===== src/rtl/tournament_driver.sv =====
// ---------------------------------------------------------------------------
// tournament_driver
//
// Initiator side of the GA tournament-selection interface. For each parent
// of a batch it draws two distinct population indices from a 16-bit Galois
// LFSR, reads both fitness values from the fitness RAM, presents them to the
// external registered comparator, and hands the winning index to the
// crossover stage over a valid/ready handshake.
//
// Ports
//   clk            rising-edge clock
//   rst_n          asynchronous active-low reset
//   start          begins a batch (sampled only while idle)
//   num_parents    parents in the batch, latched with start
//   busy           high whenever a batch is in progress
//   done           one-cycle pulse when the batch completes
//   fit_rd_en      fitness RAM read strobe
//   fit_addr       fitness RAM address (holds when fit_rd_en is low)
//   fit_rdata      fitness RAM read data, valid the cycle after fit_rd_en
//   sel_fitness1   fitness of candidate A to the comparator
//   sel_fitness2   fitness of candidate B to the comparator
//   sel_enable     comparator enable, one cycle per tournament
//   sel_selected   comparator result: 0 = A strictly lower, 1 = B lower/equal
//   par_valid      winner index valid
//   par_ready      consumer accepts the winner
//   par_idx        winner index
// ---------------------------------------------------------------------------
module tournament_driver #(
    parameter int          POP_SIZE  = 32,      // power of two, <= 256
    parameter int          IDX_W     = 5,       // log2(POP_SIZE)
    parameter int          FIT_W     = 27,
    parameter logic [15:0] LFSR_SEED = 16'hACE1 // must be non-zero
) (
    input  logic             clk,
    input  logic             rst_n,
    input  logic             start,
    input  logic [7:0]       num_parents,
    output logic             busy,
    output logic             done,
    output logic             fit_rd_en,
    output logic [IDX_W-1:0] fit_addr,
    input  logic [FIT_W-1:0] fit_rdata,
    output logic [FIT_W-1:0] sel_fitness1,
    output logic [FIT_W-1:0] sel_fitness2,
    output logic             sel_enable,
    input  logic             sel_selected,
    output logic             par_valid,
    input  logic             par_ready,
    output logic [IDX_W-1:0] par_idx
);

    typedef enum logic [2:0] {
        S_IDLE,
        S_RD_A,
        S_RD_B,
        S_CAPT,
        S_CMP,
        S_RES,
        S_OUT
    } state_t;

    state_t           state;
    logic [15:0]      lfsr;
    logic [15:0]      lfsr_nxt;
    logic [7:0]       remaining;
    logic [IDX_W-1:0] idx_a;
    logic [IDX_W-1:0] idx_b;

    // Right-shifting Galois LFSR, taps 16'hB400 (maximal length).
    function automatic logic [15:0] lfsr_step(input logic [15:0] v);
        logic [15:0] sh;
        sh = v >> 1;
        return v[0] ? (sh ^ 16'hB400) : sh;
    endfunction

    // Candidate B comes from the field just above candidate A. IDX_W never
    // exceeds 8, so both fields fit inside the 16-bit LFSR. A collision is
    // broken by stepping B to the next index, wrapping at POP_SIZE, so the
    // two candidates are always distinct.
    function automatic logic [IDX_W-1:0] pick_b(input logic [2*IDX_W-1:0] f);
        logic [IDX_W-1:0] a;
        logic [IDX_W-1:0] b;
        a = f[IDX_W-1:0];
        b = f[2*IDX_W-1:IDX_W];
        if (b == a) begin
            b = IDX_W'((int'(a) + 1) % POP_SIZE);
        end
        return b;
    endfunction

    assign lfsr_nxt = lfsr_step(lfsr);

    always_ff @(posedge clk or negedge rst_n) begin
        if (!rst_n) begin
            state        <= S_IDLE;
            lfsr         <= LFSR_SEED;
            remaining    <= '0;
            idx_a        <= '0;
            idx_b        <= '0;
            busy         <= 1'b0;
            done         <= 1'b0;
            fit_rd_en    <= 1'b0;
            fit_addr     <= '0;
            sel_fitness1 <= '0;
            sel_fitness2 <= '0;
            sel_enable   <= 1'b0;
            par_valid    <= 1'b0;
            par_idx      <= '0;
        end else begin
            done <= 1'b0;
            case (state)
                S_IDLE: begin
                    if (start) begin
                        if (num_parents != 8'd0) begin
                            // Candidates are latched on entry to RD_A, and
                            // the first read is launched on the same edge.
                            remaining <= num_parents;
                            idx_a     <= lfsr[IDX_W-1:0];
                            idx_b     <= pick_b(lfsr[2*IDX_W-1:0]);
                            fit_rd_en <= 1'b1;
                            fit_addr  <= lfsr[IDX_W-1:0];
                            busy      <= 1'b1;
                            state     <= S_RD_A;
                        end else begin
                            done <= 1'b1;
                        end
                    end
                end

                S_RD_A: begin
                    fit_addr <= idx_b;
                    state    <= S_RD_B;
                end

                S_RD_B: begin
                    // Data for candidate A arrives now.
                    fit_rd_en    <= 1'b0;
                    sel_fitness1 <= fit_rdata;
                    state        <= S_CAPT;
                end

                S_CAPT: begin
                    sel_fitness2 <= fit_rdata;
                    sel_enable   <= 1'b1;
                    state        <= S_CMP;
                end

                S_CMP: begin
                    sel_enable <= 1'b0;
                    state      <= S_RES;
                end

                S_RES: begin
                    // The comparator registered its result during CMP.
                    par_idx <= sel_selected ? idx_b : idx_a;
                    state   <= S_OUT;
                end

                S_OUT: begin
                    if (!par_valid) begin
                        par_valid <= 1'b1;
                    end else if (par_ready) begin
                        par_valid <= 1'b0;
                        remaining <= remaining - 8'd1;
                        lfsr      <= lfsr_nxt;
                        if (remaining == 8'd1) begin
                            done  <= 1'b1;
                            busy  <= 1'b0;
                            state <= S_IDLE;
                        end else begin
                            // Next tournament draws from the advanced LFSR.
                            idx_a     <= lfsr_nxt[IDX_W-1:0];
                            idx_b     <= pick_b(lfsr_nxt[2*IDX_W-1:0]);
                            fit_rd_en <= 1'b1;
                            fit_addr  <= lfsr_nxt[IDX_W-1:0];
                            state     <= S_RD_A;
                        end
                    end
                end

                default: begin
                    state <= S_IDLE;
                end
            endcase
        end
    end

endmodule


===== config.mk =====
export PLATFORM = sky130hd
export DESIGN_NAME = tournament_driver
export DESIGN_NICKNAME = d
export VERILOG_FILES = /design/src/rtl/tournament_driver.sv
export SDC_FILE = /design/constraint.sdc
export NUM_CORES = 1
export LEC_CHECK = 0
export CAP_MARGIN = 10
export CELL_PAD_IN_SITES_DETAIL_PLACEMENT = 2
export CELL_PAD_IN_SITES_GLOBAL_PLACEMENT = 2
export CORE_MARGIN = 2
export CORE_UTILIZATION = 29
export DETAILED_ROUTE_END_ITERATION = 8
export HOLD_SLACK_MARGIN = 0.06
export PLACE_DENSITY_LB_ADDON = 0.1
export SYNTH_ARGS = -nofsm -noshare
export SYNTH_HDL_FRONTEND = slang
export SYNTH_SLANG_ARGS = --single-unit

===== constraint.sdc =====
create_clock -name clk -period 1.61 [get_ports clk]
set_input_delay 0.322 -clock clk [delete_from_list [all_inputs] [get_ports clk]]
set_output_delay 0.322 -clock clk [all_outputs]
set_load 0.01 [all_outputs]

-- Yosys cells after proc, flatten, opt, wreduce, memory -nomap -nowiden
Index checks and enable logic that the tools add are counted.
- output and inout bits: 69
- logic and storage cells: 93
- register bits: 106
- bitwise gates (word level): 1
- add/sub/neg operators: 3
- reduce and logical (&&, ||, !) cells: 13
- multiplexer cells: 47
- equal/unequal tests: 15
- operator list (kind ; count):
    5-bit 2-to-1 mux ; 13
    8-bit 2-to-1 mux ; 4
    6-bit AND reduction ; 4
    3-bit one-hot mux with 7 select lines ; 1
    5-bit one-hot mux with 2 select lines ; 2
    1-bit 2-to-1 mux ; 16
    16-bit 2-to-1 mux ; 1
    8-bit one-hot mux with 2 select lines ; 1
    5-bit one-hot mux with 3 select lines ; 1
    3-bit 2-to-1 mux ; 4
    2-bit != test, second input constant ; 6
    5-bit by 1-bit adder with 5-bit output, second input constant ; 2
    5-bit == test ; 2
    3-bit == test, second input constant ; 3
    8-bit by 1-bit == test with 1-bit output, second input constant ; 1
    8-bit nonzero test ; 1
    8-bit by 1-bit subtractor with 8-bit output, second input constant ; 1
    3-bit by 2-bit == test with 1-bit output, second input constant ; 2
    1-bit one-hot mux with 2 select lines ; 3
    3-bit nonzero test ; 2
    5-bit AND reduction ; 1
    3-bit inverter with 4-bit output ; 1
    4-bit AND reduction ; 1
    2-bit nonzero test ; 2
    4 further kinds ; 4

-- Longest topological paths before layout
Gate-level depths: netlist (run 1).
- depth in word-level cells: 8
- depth in mapped cells: 8

-- Worst setup path before layout (run 1)
No wires, ideal clock.
- path type: reg-to-reg
- start: reg state[2]
- end: reg remaining[4]
- path slack: -0.141 ns
- arrival: 1.622 ns
- stages on the path, launching flop included: 8
- library setup time: 0.129 ns
- period minus slack after synthesis: 1.751 ns
- buffers on the path: 2
- cells stage by stage: dfrtp_1 buf_6 or4b_4 a21oi_4 nor2_2 buf_6 o21ai_0 o21ai_0
- longest elaborated chain between the ends: 3
- elaborated cells between the ends (all ways): 9
- RTL lines (what ; line ; source):
    start, declared ; 62 ; state_t state;
    start signal, assigned ; 95 ; state <= S_IDLE;
    start signal, assigned ; 123 ; state <= S_RD_A;
    start signal, assigned ; 132 ; state <= S_RD_B;
    3-bit == test or 3-bit zero test (tied branches) ; 111 ; case (state)
    2-bit != test (no line) or 2-bit nonzero test (tied branches) ; - ;
    5-bit AND reduction (no line) ; - ;
    end signal, assigned ; 117 ; remaining <= num_parents;
    end signal, assigned ; 164 ; remaining <= remaining - 8'd1;
    end, declared ; 65 ; logic [7:0] remaining;
Parallel ways exist; a longest one is shown, timed or not.
A chain may end at the register's enable or synchronous reset.

-- Worst setup path after layout (run 1)
- start: reg state[1]
- end: reg idx_b[1]
- longest elaborated chain between the ends: 3
- elaborated cells between the ends (all ways): 10
- RTL lines (what ; line ; source):
    3-bit == test or 3-bit zero test (tied branches) ; 111 ;
    2-bit != test (no line) or 2-bit nonzero test (tied branches) ; - ;
    6-bit AND reduction (no line) ; - ;
    end signal, assigned ; 119 ; idx_b <= pick_b(lfsr[2*IDX_W-1:0]);
    end signal, assigned ; 173 ; idx_b <= pick_b(lfsr_nxt[2*IDX_W-1:0]);
    end, declared ; 67 ; logic [IDX_W-1:0] idx_b;
Parallel ways exist; a longest one is shown, timed or not.

==> results.tsv, run 1 <==
stage	metric	value	unit
finish	fin_cells	855	
floorplanning	die_h	135	um
run_status	failed_checks	negative setup slack	
grt	grt_usage	18.8	%
finish	syn_to_final_growth	62.5	%
timing	relSlewSlack	70.8	%
logic_synthesis	synth.area.top_cells	dfrtp_1 49%, mux2_2 15%, dfstp_2 4.2%	
cts	cts_tree	built	
finish	fin_util	48.5	%
logic_synthesis	synth_area	4970	um2
logic_synthesis	async_flop_share	100	%
logic_synthesis	yosysWarnings	0	
cts	cts_root_buffer	clkbuf_16	
routing	antenna_left	0	
routing	routed_wl	18700	um
power_and_ir_drop	internal_power	10.1	mW
setup_path	slowest_stage	or4b_4	
logic_synthesis	synth.most_common_cell	dfrtp_1	
logic_synthesis	synth-edff-count	0	
timing	slew_violations	0	
setup_path	crit_required	1.86	ns
floorplanning	num_rows	47	
logic_synthesis	yosysTopAreaCell	dfrtp_1	
floorplanning	dieArea	18200	um2
logic_synthesis	synth_seq_cells	106	
power_and_ir_drop	p_sw_share	36.7	%
setup_path	startpoint	state[1]$_DFFE_PN0P_	
finish	nets	674	
logic_synthesis	synth_ff_type	dfrtp_1	
setup_path	cp_slowest_stage_delay	0.56	ns
place	gp_congestion	0.794	
floorplanning	initial_core_util	29.9	%
grt	grt_max_degree	37	
power_and_ir_drop	p_sw	5.84	mW
timing	setup_viol	85	
floorplanning	core-area	16600	um2
grt	antenna_found_initial	0	
cts	clockBufferDepth	2	
timing	post-route-period-util	113	%
routing	drc	0	
setup_path	rr_startpoint	state[1]$_DFFE_PN0P_	
hold_path	hp-class	in -> async	
grt	grt_pass1_vias	4787	
finish	regArea	2670	um2
timing	rsz0062_at_grt	true	
place	portBuffers	108	
setup_path	path_buf_inv	2	
power_and_ir_drop	combPwrFrac	56.1	%
routing	vias	4233	
floorplanning	die_w	135	um
setup_path	cp_top_family	simple AND/OR/NAND/NOR gates	
power_and_ir_drop	pwr_density_cell	1970	nW/um2
place	placed_cells	803	
timing	finClkSkew	0.0103	ns
run_status	status	complete, but fails checks	
setup_path	critPathKind	reg -> reg	
place	preCtsSetupSlack	-0.575	ns
cts	clk_latency	0.36	ns
cts	h-tree-depth	3	
logic_synthesis	syn_nets	480	
routing	first_pass_iters	4	
power_and_ir_drop	power.share.clock	13.7	%
logic_synthesis	synth_cell_type_count	53	
setup_path	arrival	2.07	ns
cts	numCtsBuffers	9	
logic_synthesis	yosysSeqAreaShare	53.6	%
finish	n_fill_cell	1650	
routing	drt_iter0_drc	129	
setup_path	path_cells	or4b_4 > buf_4 > buf_4 > nand2b_4 > a211oi_2 > a211oi_2	
finish	multi_input_area	2540	um2
power_and_ir_drop	power_frac_seq	30.2	%
logic_synthesis	syn_inst	436	
logic_synthesis	synth_top_area_share	49.3	%
grt	grt_overflow	0	
timing	max_freq	548	MHz
routing	wl_per_cell	21.9	um
routing	vias_per_cell	4.95	
timing	hold_viol_final	0	
timing	setup_slack	-0.214	ns
cts	clk_pin_slew_worst_paths	0.08	ns
floorplanning	num_io_pins	109	
finish	antennaDiodeCount	0	
cts	numClockSinks	106	
finish	layout-drive-gt1-share	38.9	%
setup_path	cp-end-kind	flip-flop	
grt	grt_pass1_wl	26500	um
place	hpwl	11300	um
logic_synthesis	syn_area_per_cell	11.4	um2
flow_run	cap_violations	0	
setup_path	start_kind	flip-flop	
power_and_ir_drop	ir_drop	0.943	mV
timing	worst_pin_slew	0.432	ns
power_and_ir_drop	p_leak	3.86	nW
timing	post-route-min-period	1.82	ns
setup_path	critPathMaxFanout	3	
logic_synthesis	synthTopCellsByCount	98 x dfrtp_1, 68 x mux2_2, 41 x nand2_1, 28 x o21ai_0, 21 x nor2_1	
-- cell families (layout without fill, tap and decap cells) --
kind of cell             after synthesis  count (layout)  synth area share (%)
buffers and inverters                 37             235                  3.45
multiplexers                          75              75                  16.8
AO/OA/AOI/OAI                         87              88                  11.3
adder cells (fa/ha/maj)                4               4                  1.01
XOR/XNOR                              12              12                  2.11
flip-flops                           106             106                  53.6
AND/OR/NAND/NOR                      115             115                  11.7
-- cell type report --
type	instances	share of cell area, %
sequential	106	33.0
multi-input combinational	294	31.5
timing repair buffer	213	28.3
tap	220	3.41
clock buffer	10	2.84
clock inverter	6	0.635
inverter	6	0.279
-- layer usage --
metal,part of all wire (%),global-route usage (%)
met1,44,23.0
met4,1.2,5.20
met2,52,33.8
met5,0,0
met3,2.8,3.27
-- cells in the final DEF, fill, tap and decap left out, types with 4 or more instances in the layout --
cell type / count
dfrtp_1: 95
buf_4: 66
clkdlybuf4s50_1: 48
mux2_4: 45
nand2_1: 40
dlymetal6s2s_1: 36
mux2_2: 23
dlygate4sd2_1: 23
o21ai_0: 17
buf_6: 17
nor2_1: 15
clkbuf_16: 14
a31oi_1: 13
buf_12: 12
xnor2_1: 10
nor3_1: 10
a21oi_1: 10
dfstp_2: 8
mux2i_1: 7
o21ai_1: 7
inv_1: 5
nor2_2: 5
nor2b_1: 5
o311a_1: 5
o21ai_2: 4
nand4_1: 4
nand3_1: 4
buf_8: 4
-- power by group through the flow --
stage                     sequential [mW]  combinational, mW  clock (mW)
after floorplan                      5.02               3.24           0
after global placement               4.70               6.99           0
after detailed placement             4.78               7.21           0
after CTS                            4.74               7.59        2.22
after global routing                 4.96               9.58        2.34
final                                4.79               8.92        2.18
-- timing repair --
| item | in CTS | in global routing |
|---|---|---|
| hold endpoints to repair | 9 | 0 |
| setup endpoints to repair | 86 | 131 |
| hold buffers | 1 | 0 |
| setup buffers | 13 | 14 |
| pin swaps | 12 | 11 |
| cloned | 3 | 7 |
| resized for setup | 70 | 125 |
-- sequential cells by signal, indices dropped and copies added, names as in the netlist --
name          cells
busy              1
done              1
fit_addr          5
fit_rd_en         1
idx_a             5
idx_b             5
lfsr             16
par_idx           5
par_valid         1
remaining         8
sel_enable        1
sel_fitness1     27
sel_fitness2     27
state             3
-- path summary, 6_finish.rpt --
path | end | slack (ns) | cells after the start
max in group asynchronous | lfsr[15]$_DFFE_PN1P_ | 0.62 | 3
worst min register to register | lfsr[15]$_DFFE_PN1P_ | 0.47 | 2
worst max-delay path | idx_b[1]$_DFFE_PN0P_ | -0.21 | 6
worst min-delay path | par_idx[0]$_DFFE_PN0N_ | 0.37 | 2
min in group clk | lfsr[15]$_DFFE_PN1P_ | 0.47 | 2
worst max register to register | idx_b[1]$_DFFE_PN0P_ | -0.21 | 6
-- worst register-to-register path, stage by stage, from the launching register on --
cell,delay [ns]
dfrtp_2,0.44
or4b_4,0.56
buf_4,0.15
buf_4,0.14
nand2b_4,0.16
a211oi_2,0.18
a211oi_2,0.07
-- through the flow --
step           power, mW  hold WS, ns  instance area, um2  TNS (ns)
5_1_grt             16.9        0.371                8080    -13.75
3_3_place_gp        11.7        0.200                6790    -12.51
6_report            15.9        0.369                8080     -9.99
2_1_floorplan       8.27       0.0264                5000    -0.834
4_1_cts             14.6        0.370                7410     -3.35
3_5_place_dp        12.0        0.203                6790    -13.77
(Power assumes the default switching activity.)
==> run 2: changes to the inputs <==
PLACE_DENSITY = 0.85   (was unset)
PLACE_DENSITY_LB_ADDON = unset   (was 0.1)
==> results.tsv, run 2 (same netlist as run 1, synthesis figures left out) <==
stage	metric	value	unit	change
grt	grt_max_degree	36		was 37
finish	final_common_cell	dfrtp_1		unchanged
routing	drt_iter0_drc	349		was 129
setup_path	critPathMaxFanout	4		was 3
grt	met2_usage	49.5	%	was 33.8%
cts	h-tree-depth	3		unchanged
floorplanning	initial_core_util	29.9	%	unchanged
setup_path	cp-end-kind	flip-flop		unchanged
timing	post-route-period-util	122	%	was 113%
grt	grt_usage	27.9	%	was 18.8%
floorplanning	num_io_pins	109		unchanged
routing	wl_per_cell	31.2	um	was 21.9 um
cts	cts_tree	built		unchanged
timing	post-route-min-period	1.96	ns	was 1.82 ns
setup_path	ff2ff_path_depth	6		unchanged
setup_path	arrival	2.28	ns	was 2.07 ns
cts	cts_root_buffer	clkbuf_16		unchanged
timing	rsz0062_at_grt	true		unchanged
setup_path	critPathKind	reg -> reg		unchanged
power_and_ir_drop	p_total	17.6	mW	was 15.9 mW
timing	relSlewSlack	69.8	%	was 70.8%
finish	reg_top3	sel_fitness1: 27 flops, sel_fitness2: 27 flops, lfsr: 16 flops		unchanged
place	gp_congestion	0.788		was 0.794
flow_run	cap_violations	0		unchanged
finish	mostFrequentLayoutCells	94 x dfrtp_1, 60 x buf_4, 58 x dlygate4sd2_1, 41 x nand2_1		was 95 x dfrtp_1, 66 x buf_4, 48 x clkdlybuf4s50_1, 45 x mux2_4, 40 x nand2_1
setup_path	start_kind	flip-flop		unchanged
setup_path	crit_required	1.93	ns	was 1.86 ns
setup_path	rr_startpoint	state[2]$_DFFE_PN0P_		was state[1]$_DFFE_PN0P_
setup_path	timing.rr.end	idx_b[4]$_DFFE_PN0P_		was idx_b[1]$_DFFE_PN0P_
floorplanning	die_w	135	um	unchanged
timing	hold_viol_final	0		unchanged
grt	grt_overflow	0		unchanged
timing	worst_pin_slew	0.446	ns	was 0.432 ns
floorplanning	core-area	16600	um2	unchanged
timing	max_freq	509	MHz	was 548 MHz
timing	finClkSkew	0.0122	ns	was 0.0103 ns
routing	drc	0		unchanged
floorplanning	die_h	135	um	unchanged
finish	layout-drive-gt1-share	40.1	%	was 38.9%
grt	met1_usage	31.6	%	was 23.0%
power_and_ir_drop	p_leak	3.61	nW	was 3.86 nW
grt	top_usage_layer	met2		unchanged
power_and_ir_drop	p_sw_share	41.9	%	was 36.7%
setup_path	reg2reg_slack	-0.35	ns	was -0.21 ns
finish	syn_to_final_growth	60.1	%	was 62.5%
place	portBuffers	108		unchanged
power_and_ir_drop	power_frac_seq	29.2	%	was 30.2%
floorplanning	dieArea	18200	um2	unchanged
cts	clk_latency	0.39	ns	was 0.36 ns
power_and_ir_drop	p_sw	7.35	mW	was 5.84 mW
timing	setup_viol	87		was 85
grt	use_met3	4.62	%	was 3.27%
power_and_ir_drop	pwr_density_cell	2210	nW/um2	was 1970 nW/um2
floorplanning	num_rows	47		unchanged
cts	clk_pin_slew_worst_paths	0.09	ns	was 0.08 ns
routing	routed_wl	26200	um	was 18700 um
place	hpwl	13800	um	was 11300 um
finish	nets	660		was 674
cts	clockBufferDepth	2		unchanged
power_and_ir_drop	ir_drop	0.846	mV	was 0.943 mV
power_and_ir_drop	power.share.clock	15.5	%	was 13.7%
power_and_ir_drop	internal_power	10.2	mW	was 10.1 mW
hold_path	hp-class	in -> async		unchanged
cts	numClockSinks	106		unchanged
grt	grt_pass1_vias	5346		was 4787
grt	antenna_found_initial	1		was 0
finish	antennaDiodeCount	0		unchanged
run_status	failed_checks	negative setup slack		unchanged
power_and_ir_drop	combPwrFrac	55.2	%	was 56.1%
routing	vias	4734		was 4233
cts	numCtsBuffers	9		unchanged
routing	first_pass_iters	4		unchanged
timing	setup_slack	-0.353	ns	was -0.214 ns
timing	slew_violations	0		unchanged
routing	antenna_left	0		unchanged
timing	hold_ws	0.359	ns	was 0.369 ns
run_status	status	complete, but fails checks		unchanged
grt	grt_pass1_wl	36900	um	was 26500 um
routing	vias_per_cell	5.63		was 4.95
run 2: cell types whose count changed in the layout (fill, tap and decap cells not counted), sizes merged:
cell	delta
buf	-10
clkinv	-2
clkbuf	-6
bufinv	+2
clkinvlp	+1
bufbuf	+1
dlymetal6s2s	-22
clkdlybuf4s50	-13
dlygate4sd2	+35
run 2: how the worst max path moves through the flow:
| stage | from | endpoint | depth (start not counted) |
|---|---|---|---|
| floorplan | state[2]$_DFFE_PN0P_ | remaining[5]$_DFFE_PN0P_ | 6 |
| global placement | num_parents[4] | fit_addr[3]$_DFFE_PN0P_ | 7 |
| detailed placement | num_parents[4] | fit_addr[0]$_DFFE_PN0P_ | 7 |
| CTS | state[0]$_DFFE_PN0P_ | remaining[0]$_DFFE_PN0P_ | 5 |
| global route | state[2]$_DFFE_PN0P_ | idx_b[4]$_DFFE_PN0P_ | 6 |
| finish | state[2]$_DFFE_PN0P_ | idx_b[4]$_DFFE_PN0P_ | 6 |
run 2: critical path, stage by stage (launching register included):
cell     delay, ns
dfrtp_2       0.46
or4b_4        0.58
a21oi_4       0.22
buf_4         0.17
a21oi_2       0.06
a31oi_1       0.22
a22o_1        0.18
run 2: per-layer routing:
layer | wire length, um | part of all wire (%)
met1 | 9720 | 37
met4 | 1450 | 5.5
met2 | 13900 | 53
met5 | 8 | 0.030
met3 | 1200 | 4.6
run 2: cell type report:
cell class / instances / area, um2
well taps: 220 / 275
repair buffers: 199 / 2070
flip-flops and latches: 106 / 2670
fillers: 1608 / 8680
clock buffers: 9 / 225
clock inverters: 7 / 123
multi-input cells: 294 / 2580
inverters: 6 / 22.5
run 2: per-stage QoR:
stage	setup slack, ns	cell area (um2)	std cells	setup TNS, ns	util (%)
after floorplan	-0.0727	5000	436	-0.834	-
after global placement	-0.521	6740	795	-11.98	40.5
after detailed placement	-0.681	6740	795	-17.33	40.5
after CTS	-0.206	7690	835	-4.71	46.2
after global routing	-0.400	7960	841	-13.55	47.8
final	-0.353	7960	841	-10.88	47.8
run 2: power by group through the flow:
stage               clock (mW)  sequential (mW)  combinational [mW]
floorplan                    0             5.02                3.24
CTS                       2.65             4.94                8.68
detailed placement           0             4.90                7.28
global placement             0             4.71                6.73
finish                    2.73             5.13                9.70
global route              2.83             5.22                10.1
run 2: what timing repair did:
item                       4_1_cts  5_1_grt
setup buffers                   14        6
hold buffers                     1        0
hold endpoints to repair        10        0
setup endpoints to repair      147      106
pin swaps                        9       11
gates cloned                     9        0
gates resized for setup        143       64
==> run 3: changes to the inputs <==
CTS_CLUSTER_DIAMETER = 120   (was unset)
==> results of run 3 <==
Final layout, timing and power as in run 2 (identical DEF).
